### src/rtl/branch_predictor.sv
// branch_predictor: direct-mapped branch target buffer with a 2-bit
// saturating counter per entry.
//   Fetch side : PC -> hit / predict_taken / branch_target, purely combinational.
//   Execute    : upd_valid/upd_PC/upd_taken/upd_target train the table on clk.
// Ports
//   clk, rst          clock (rising edge), asynchronous active-high reset
//   PC                fetch PC to look up
//   predict_taken     hit && counter MSB
//   branch_target     stored target on hit, 0 on miss
//   hit               lookup hit (debug/perf)
//   upd_valid         a branch/jump resolved this cycle
//   upd_PC            PC of the resolving instruction
//   upd_taken         actual outcome
//   upd_target        actual target
// PC[1:0] is ignored on both sides; idx = PC[INDEX_BITS+1:2], tag = upper bits.

// One BTB entry. Owns valid/tag/target/counter and its own update rule, so the
// top only has to steer the update strobe to the indexed entry.
module btb_entry #(
  parameter int DATA_WIDTH = 32,
  parameter int TAG_W      = 26
) (
  input  logic                  clk,
  input  logic                  rst,
  input  logic                  i_upd,
  input  logic                  i_taken,
  input  logic [TAG_W-1:0]      i_tag,
  input  logic [DATA_WIDTH-1:0] i_target,
  output logic                  o_valid,
  output logic [TAG_W-1:0]      o_tag,
  output logic [DATA_WIDTH-1:0] o_target,
  output logic [1:0]            o_ctr
);
  logic                  r_valid;
  logic [TAG_W-1:0]      r_tag;
  logic [DATA_WIDTH-1:0] r_target;
  logic [1:0]            r_ctr;
  logic                  w_hit;

  assign w_hit = r_valid && (r_tag == i_tag);

  always_ff @(posedge clk or posedge rst) begin
    if (rst) begin
      r_valid  <= 1'b0;
      r_tag    <= '0;
      r_target <= '0;
      r_ctr    <= 2'b01;
    end else if (i_upd) begin
      if (w_hit) begin
        if (i_taken) begin
          if (r_ctr != 2'b11) r_ctr <= r_ctr + 2'd1;
          r_target <= i_target;
        end else if (r_ctr != 2'b00) begin
          r_ctr <= r_ctr - 2'd1;
        end
      end else if (i_taken) begin
        // Allocate on taken miss, evicting whatever alias lived here.
        r_valid  <= 1'b1;
        r_tag    <= i_tag;
        r_target <= i_target;
        r_ctr    <= 2'b10;
      end
      // Not-taken miss: never allocate.
    end
  end

  assign o_valid  = r_valid;
  assign o_tag    = r_tag;
  assign o_target = r_target;
  assign o_ctr    = r_ctr;
endmodule

module branch_predictor #(
  parameter int DATA_WIDTH = 32,
  parameter int ENTRIES    = 16,
  parameter int INDEX_BITS = $clog2(ENTRIES)
) (
  input  logic                  clk,
  input  logic                  rst,
  input  logic [DATA_WIDTH-1:0] PC,
  output logic                  predict_taken,
  output logic [DATA_WIDTH-1:0] branch_target,
  input  logic                  upd_valid,
  input  logic [DATA_WIDTH-1:0] upd_PC,
  input  logic                  upd_taken,
  input  logic [DATA_WIDTH-1:0] upd_target,
  output logic                  hit
);
  localparam int TAG_W = DATA_WIDTH - INDEX_BITS - 2;

  logic [INDEX_BITS-1:0]               w_idx, w_uidx;
  logic [TAG_W-1:0]                    w_tag, w_utag;
  logic [ENTRIES-1:0]                  w_valid;
  logic [ENTRIES-1:0][TAG_W-1:0]       w_tags;
  logic [ENTRIES-1:0][DATA_WIDTH-1:0]  w_targets;
  logic [ENTRIES-1:0][1:0]             w_ctrs;
  logic                                w_hit;
  logic                                w_unused_lsbs;

  assign w_idx  = PC[INDEX_BITS+1:2];
  assign w_tag  = PC[DATA_WIDTH-1:INDEX_BITS+2];
  assign w_uidx = upd_PC[INDEX_BITS+1:2];
  assign w_utag = upd_PC[DATA_WIDTH-1:INDEX_BITS+2];
  assign w_unused_lsbs = ^{PC[1:0], upd_PC[1:0]};

  for (genvar g = 0; g < ENTRIES; g++) begin : g_entry
    btb_entry #(
      .DATA_WIDTH(DATA_WIDTH),
      .TAG_W     (TAG_W)
    ) u_entry (
      .clk     (clk),
      .rst     (rst),
      .i_upd   (upd_valid && (w_uidx == INDEX_BITS'(g))),
      .i_taken (upd_taken),
      .i_tag   (w_utag),
      .i_target(upd_target),
      .o_valid (w_valid[g]),
      .o_tag   (w_tags[g]),
      .o_target(w_targets[g]),
      .o_ctr   (w_ctrs[g])
    );
  end

  // Lookup reads the registered state directly, so a same-cycle update to the
  // same index is seen only from the next cycle (read-old).
  assign w_hit         = w_valid[w_idx] && (w_tags[w_idx] == w_tag);
  assign hit           = w_hit;
  assign predict_taken = w_hit && w_ctrs[w_idx][1];
  assign branch_target = w_hit ? w_targets[w_idx] : '0;
endmodule
### config.mk
export PLATFORM = sky130hd
export DESIGN_NAME = branch_predictor
export DESIGN_NICKNAME = d
export VERILOG_FILES = /design/src/rtl/branch_predictor.sv
export SDC_FILE = /design/constraint.sdc
export NUM_CORES = 2
export LEC_CHECK = 0
export BUFFER_PORTS_ARGS = -buffer_cell sky130_fd_sc_hd__buf_4
export CORE_ASPECT_RATIO = 2
export CORE_MARGIN = 2
export CORE_UTILIZATION = 40
export DETAILED_ROUTE_END_ITERATION = 12
export PLACE_DENSITY = 0.64
export SLEW_MARGIN = 20
export SYNTH_ARGS = -nofsm -noshare
export SYNTH_HDL_FRONTEND = slang
export SYNTH_SLANG_ARGS = --single-unit
### constraint.sdc
create_clock -name clk -period 26.1 [get_ports clk]
set_clock_uncertainty 0.15 [all_clocks]
set_input_delay 1.305 -clock clk [delete_from_list [all_inputs] [get_ports clk]]
set_output_delay 1.305 -clock clk [all_outputs]
set_load 0.03 [all_outputs]
* After elaboration in Yosys (flattened, before gate mapping)
Cells that the tools add are included.
** Storage, ports and cells
- Register bits after elaboration :: 976
- Logic and storage cells :: 382
** Operators by class
- Bitwise operators :: 16
- Equal/unequal tests :: 64
- Reduce and logical (&&, ||, !) cells :: 131
- Muxes and demuxes :: 74
- Add/sub/neg operators :: 32
- $lt $le $gt $ge :: 1
** Operators with widths (count)
- 26-bit equality test :: 17
- 2-bit 2-to-1 mux :: 66
- 32-bit binary-select mux with 4-bit select :: 1
- 26-bit binary-select mux with 4-bit select :: 1
- 2-bit nonzero test :: 48
- 32-bit 2-to-1 mux :: 2
- 4-bit AND reduction :: 16
- 3-bit inequality test (second input constant) :: 16
- 3-bit AND reduction :: 16
- 1-bit logical AND :: 34
- 2-bit by 1-bit adder with 2-bit output (second input constant) :: 16
- 4-bit equality test (second input constant) :: 8
- 2-bit inequality test (second input constant) :: 16
- 2-bit AND reduction :: 16
- 2-bit by 1-bit subtractor with 2-bit output (second input constant) :: 16
- 26-bit 2-to-1 mux :: 1
- 4-bit by 3-bit equality test with 1-bit output (second input constant) :: 4
- 1-bit inverter :: 16
- 2-bit binary-select mux with 4-bit select :: 1
- 4-bit by 2-bit equality test with 1-bit output (second input constant) :: 2
- 4-bit by 5-bit less-than comparator with 1-bit output (second input constant) :: 1
- 1-bit binary-select mux with 4-bit select :: 1
- 4-bit by 1-bit equality test with 1-bit output (second input constant) :: 1
- 4-bit zero test :: 1
- 1-bit 2-to-1 mux :: 1

* Depth between registers and ports, before layout
- Depth after elaboration :: 5
- Gate-level depth with buffers :: 13
- Depth with buffers taken out :: 7

* Hierarchy
A second synthesis with hierarchy kept.
** Second synthesis, totals
- Cell total of the unflattened synthesis :: 3401
- Area, all modules :: 51355.5 µm²
** By module, submodules not included
- btb_entry :: instances 16, area an instance 2677.6 µm², cells each 176
- branch_predictor :: instances 1, area an instance 8514.4 µm², cells each 585

* Worst setup path before layout
Ideal clock, no wire load.
- Path type :: input to output
- Start :: in PC[3]
- End :: out branch_target[12]
- Slack :: 20.652 ns
- Arrival time :: 3.993 ns
- Cell stages on the path :: 12
- Data required time :: 24.645 ns
- Buffers on the path :: 5
- Cells stage by stage :: buf_2 -> buf_4 -> buf_4 -> buf_2 -> mux4_2 -> a22oi_1 -> nand2_1 -> xnor2_1 -> nand4_1 -> nor4_1 -> clkbuf_1 -> and4_1
** Between the ends
- Word-level cells in the longest chain between the ends :: 5
** RTL lines
- start, declared :: RTL line 80 : input logic [DATA_WIDTH-1:0] PC,
- 26-bit binary-select mux with 4-bit select :: RTL line 126 : assign w_hit = w_valid[w_idx] && (w_tags[w_idx] == w_tag);
- 26-bit 2-to-1 mux (implied by the code) :: RTL line 126
- 26-bit equality test :: RTL line 126
- 1-bit logical AND :: RTL line 126
- 32-bit 2-to-1 mux (*) :: RTL line 129 : assign branch_target = w_hit ? w_targets[w_idx] : '0;
- end, declared :: RTL line 82 : output logic [DATA_WIDTH-1:0] branch_target,
Mark *: on every way between the ends. The rest lies on a longest branch, timed or not. The select of a mux whose other input is x is not followed.

* Worst setup path after layout
- Start :: in PC[2]
- End :: out branch_target[13]
The elaborated chain is that of the path after synthesis.

==> impl_metrics.ini <==
[run_status]
outcome = finished clean

[global_routing]
first_global_vias = 31300
grt_max_degree = 178
grt_ovf = 0
grt_first_pass_wirelength_um = 214000
grt_use_total = 0.228
grt_antenna_before_repair = 10

[die]
dieWidth_um = 253
row_count = 183
core_um2 = 124000
die_y_um = 503
pin_count = 134
start_util = 0.402
die-area_um2 = 127000

[routing]
antenna_left = 0
wl_um = 144000
detail_route.iter0.violations = 2555
detailroute.via_count = 30200
drc_errors = 0
detail_route.wl_per_cell_um = 27.7
length_of_the_first_detailed_routing_pass_in_iterations = 5
vias_per_cell = 5.81

[synthesis]
yosys-top-cells-area = dfrtp_1, mux2_2, mux4_2
synth_top_area_cell = dfrtp_1
synth-seq-area-share = 0.491
fraction_of_registers_with_async_set_or_reset_after_synthesis = 1.00
postSynthRegisterBits = 976
ys_dominant_reg_cell = dfrtp_1
netlist_area_um2 = 49800
synthCells = 3486
postSynthNetCount = 3586
netlist_top_cells_count = dfrtp_1, mux2_2, xnor2_1, mux4_2, clkbuf_1
yosys_warnings = 0
postSynthAreaPerCell_um2 = 14.3
synth-edff-count = 0
ys_types = 55
synth_top_cell_area_share = 0.483
yosys.cell_count.top_type = dfrtp_1

[sta]
setup_violations = 0
layout_min_cycle_time_ns = 8.05
timing.fmax_mhz = 124
timing_hold_violations_final = 0
layout_worst_path_cycle_share = 0.308
normalized_max_slew_margin = 0.205
worst-slew-pin-transition_ns = 1.18
rsz0062_at_grt = false
totalNegativeSetupSlack_ns = 0
final_max_slew_viol_count = 0
finalHoldWorstSlack_ns = 0.350

[clock_network]
post_cts.repair.setup_buffers = 0
cts-buffers-inserted = 97
cts_num_sinks = 976
cts_tree = yes
cts.hold.buffers_added = 0
clk_path_buf_depth = 3
clock_tree.htree_level_count = 3
cts_resized = 0
clock-root-buffer = clkbuf_16
cts.clk_slew.worst_paths_ns = 0.06
worstSkewPairLatency_ns = 0.69

[worst_setup_path]
r2r_end = g_entry[4].u_entry.o_tag[7]$_DFFE_PP0P_
worst_r2r_path_depth = 7
path_cells = buf_8, buf_12, buf_4, mux4_1, mux4_2, xor2_1, or4_4, nor4_4, buf_4, and4_1, buf_4
cp_top_family = buffers and inverters
arrival_ns = 6.60
worstPathRequired_ns = 24.65
critical_path.endpoint_type = output port
critical-path-slowest-cell = buf_4
critical_path_type = in2out
critPathBufInv = 5
critical_path.max_fanout = 90
reg2reg_setup_slack_ns = 22.38
crit-reg2reg-launch = g_entry[4].u_entry.o_tag[23]$_DFFE_PP0P_
worst_path_largest_cell_delay_ns = 0.79
critPathMostFrequentCell = buf_4
start_kind = input port

[min_path]
timing.hold.worst_path_depth = 1
holdCritPathClass = reg2reg
worstHoldEndpoint = g_entry[4].u_entry.o_target[8]$_DFFE_PP0P_
hold_path_startpoint = g_entry[4].u_entry.o_target[8]$_DFFE_PP0P_

[pwr]
totalPowerFinal_w = 0.00440
cellLeakagePower_nw = 23.0
power_per_cell_area_nw_per_um2 = 79.1
ir_drop_v = 0.0000525

[job]
max_cap_violations = 0

[placed_design]
hpwlAfterDp_um = 91300
finalWeightedCongestion = 0.901
area_post_placement_um2 = 52100
port_buffers = 129

[final_layout]
final_net_count = 3554
post-route-cell-area_um2 = 55600
final_util = 0.449
insertedDiodeCount = 0
areaGrowthSynthToFinish_pct = 11.7
drive_above_1_share = 0.456
fill_cells = 11000
==> state kept, by name, summed over array words and instances (netlist names) <==
name and cells:
g_entry.u_entry.o_valid 16, g_entry.u_entry.o_target 512, g_entry.u_entry.o_tag 416, g_entry.u_entry.o_ctr 32
==> cell usage in the layout (no fill, tap or decap), types with 11 or more instances in the layout <==
master,Yosys,final
dfrtp_1,960,960
mux2_2,930,930
xnor2_1,407,407
mux4_2,255,255
buf_4,16,175
clkbuf_16,0,100
nand4_1,96,96
o21ai_0,56,56
xor2_1,45,45
nand3_1,42,42
mux2i_1,37,37
nand2_1,39,33
clkbuf_8,0,23
nor2_1,37,22
and4_1,22,22
clkinv_2,0,21
clkbuf_1,208,21
nor2b_1,20,19
nor4_1,23,17
a22o_1,17,17
dfstp_2,16,16
nand2b_1,15,15
or4_1,14,14
a22oi_1,12,12
bufinv_16,0,12
mux4_1,11,11
inv_1,13,11
or2_2,11,11
and4_2,11,11
==> cell families (layout without fill, tap and decap cells) <==
kind of cell | count (synthesis) | after routing | synth area share
muxes | 1233 | 1233 | 0.339
DFF | 976 | 976 | 0.491
xor gates and xnor gates | 452 | 452 | 0.0796
and+or+nand+nor | 360 | 360 | 0.0427
buffers and inverters | 330 | 381 | 0.0293
AOI/OAI and AO/OA | 135 | 135 | 0.0180
==> area by class of cell <==
type,count,area [um^2],area share
well taps,1665,2080,0.0375
multi-input cells,2180,24000,0.433
inverters,13,55.1,0.000991
clock buffers,144,2900,0.0521
clock inverters,38,538,0.00968
repair buffers,186,1510,0.0271
flip-flops and latches,976,24400,0.440
==> metal layers <==
layer	GRT usage	wire, um	vias up
li1	-	-	12800
met1	0.307	60000	16200
met2	0.359	67200	1007
met3	0.0464	10600	247
met4	0.0953	6040	12
met5	0	78	-
==> power breakdown <==
part / leakage [nW] / total [W] / internal (W) / switching [W]
clock network: 1.71 / 0.00151 / 0.000889 / 0.000620
registers: 12.4 / 0.00201 / 0.00180 / 0.000207
logic: 8.95 / 0.000879 / 0.000493 / 0.000387
==> per-stage QoR <==
| step | setup slack (ns) | instances |
|---|---|---|
| global route | 17.79 | 5202 |
| global placement | 18.02 | 5019 |
| floorplan | 11.22 | 3486 |
| CTS | 17.96 | 5201 |
| finish | 18.05 | 5202 |
| detailed placement | 17.98 | 5019 |
==> worst max-delay path by stage <==
stage | startpoint | to | cells past startpoint
2_1_floorplan | rst | g_entry[0].u_entry.o_ctr[1]$_DFFE_PP0P_ | 1
3_3_place_gp | PC[2] | branch_target[13] | 11
3_5_place_dp | PC[2] | branch_target[13] | 11
4_1_cts | PC[2] | branch_target[13] | 11
5_1_grt | PC[2] | branch_target[13] | 11
6_report | PC[2] | branch_target[13] | 11
Note: power is estimated with default switching activity, not from simulation.
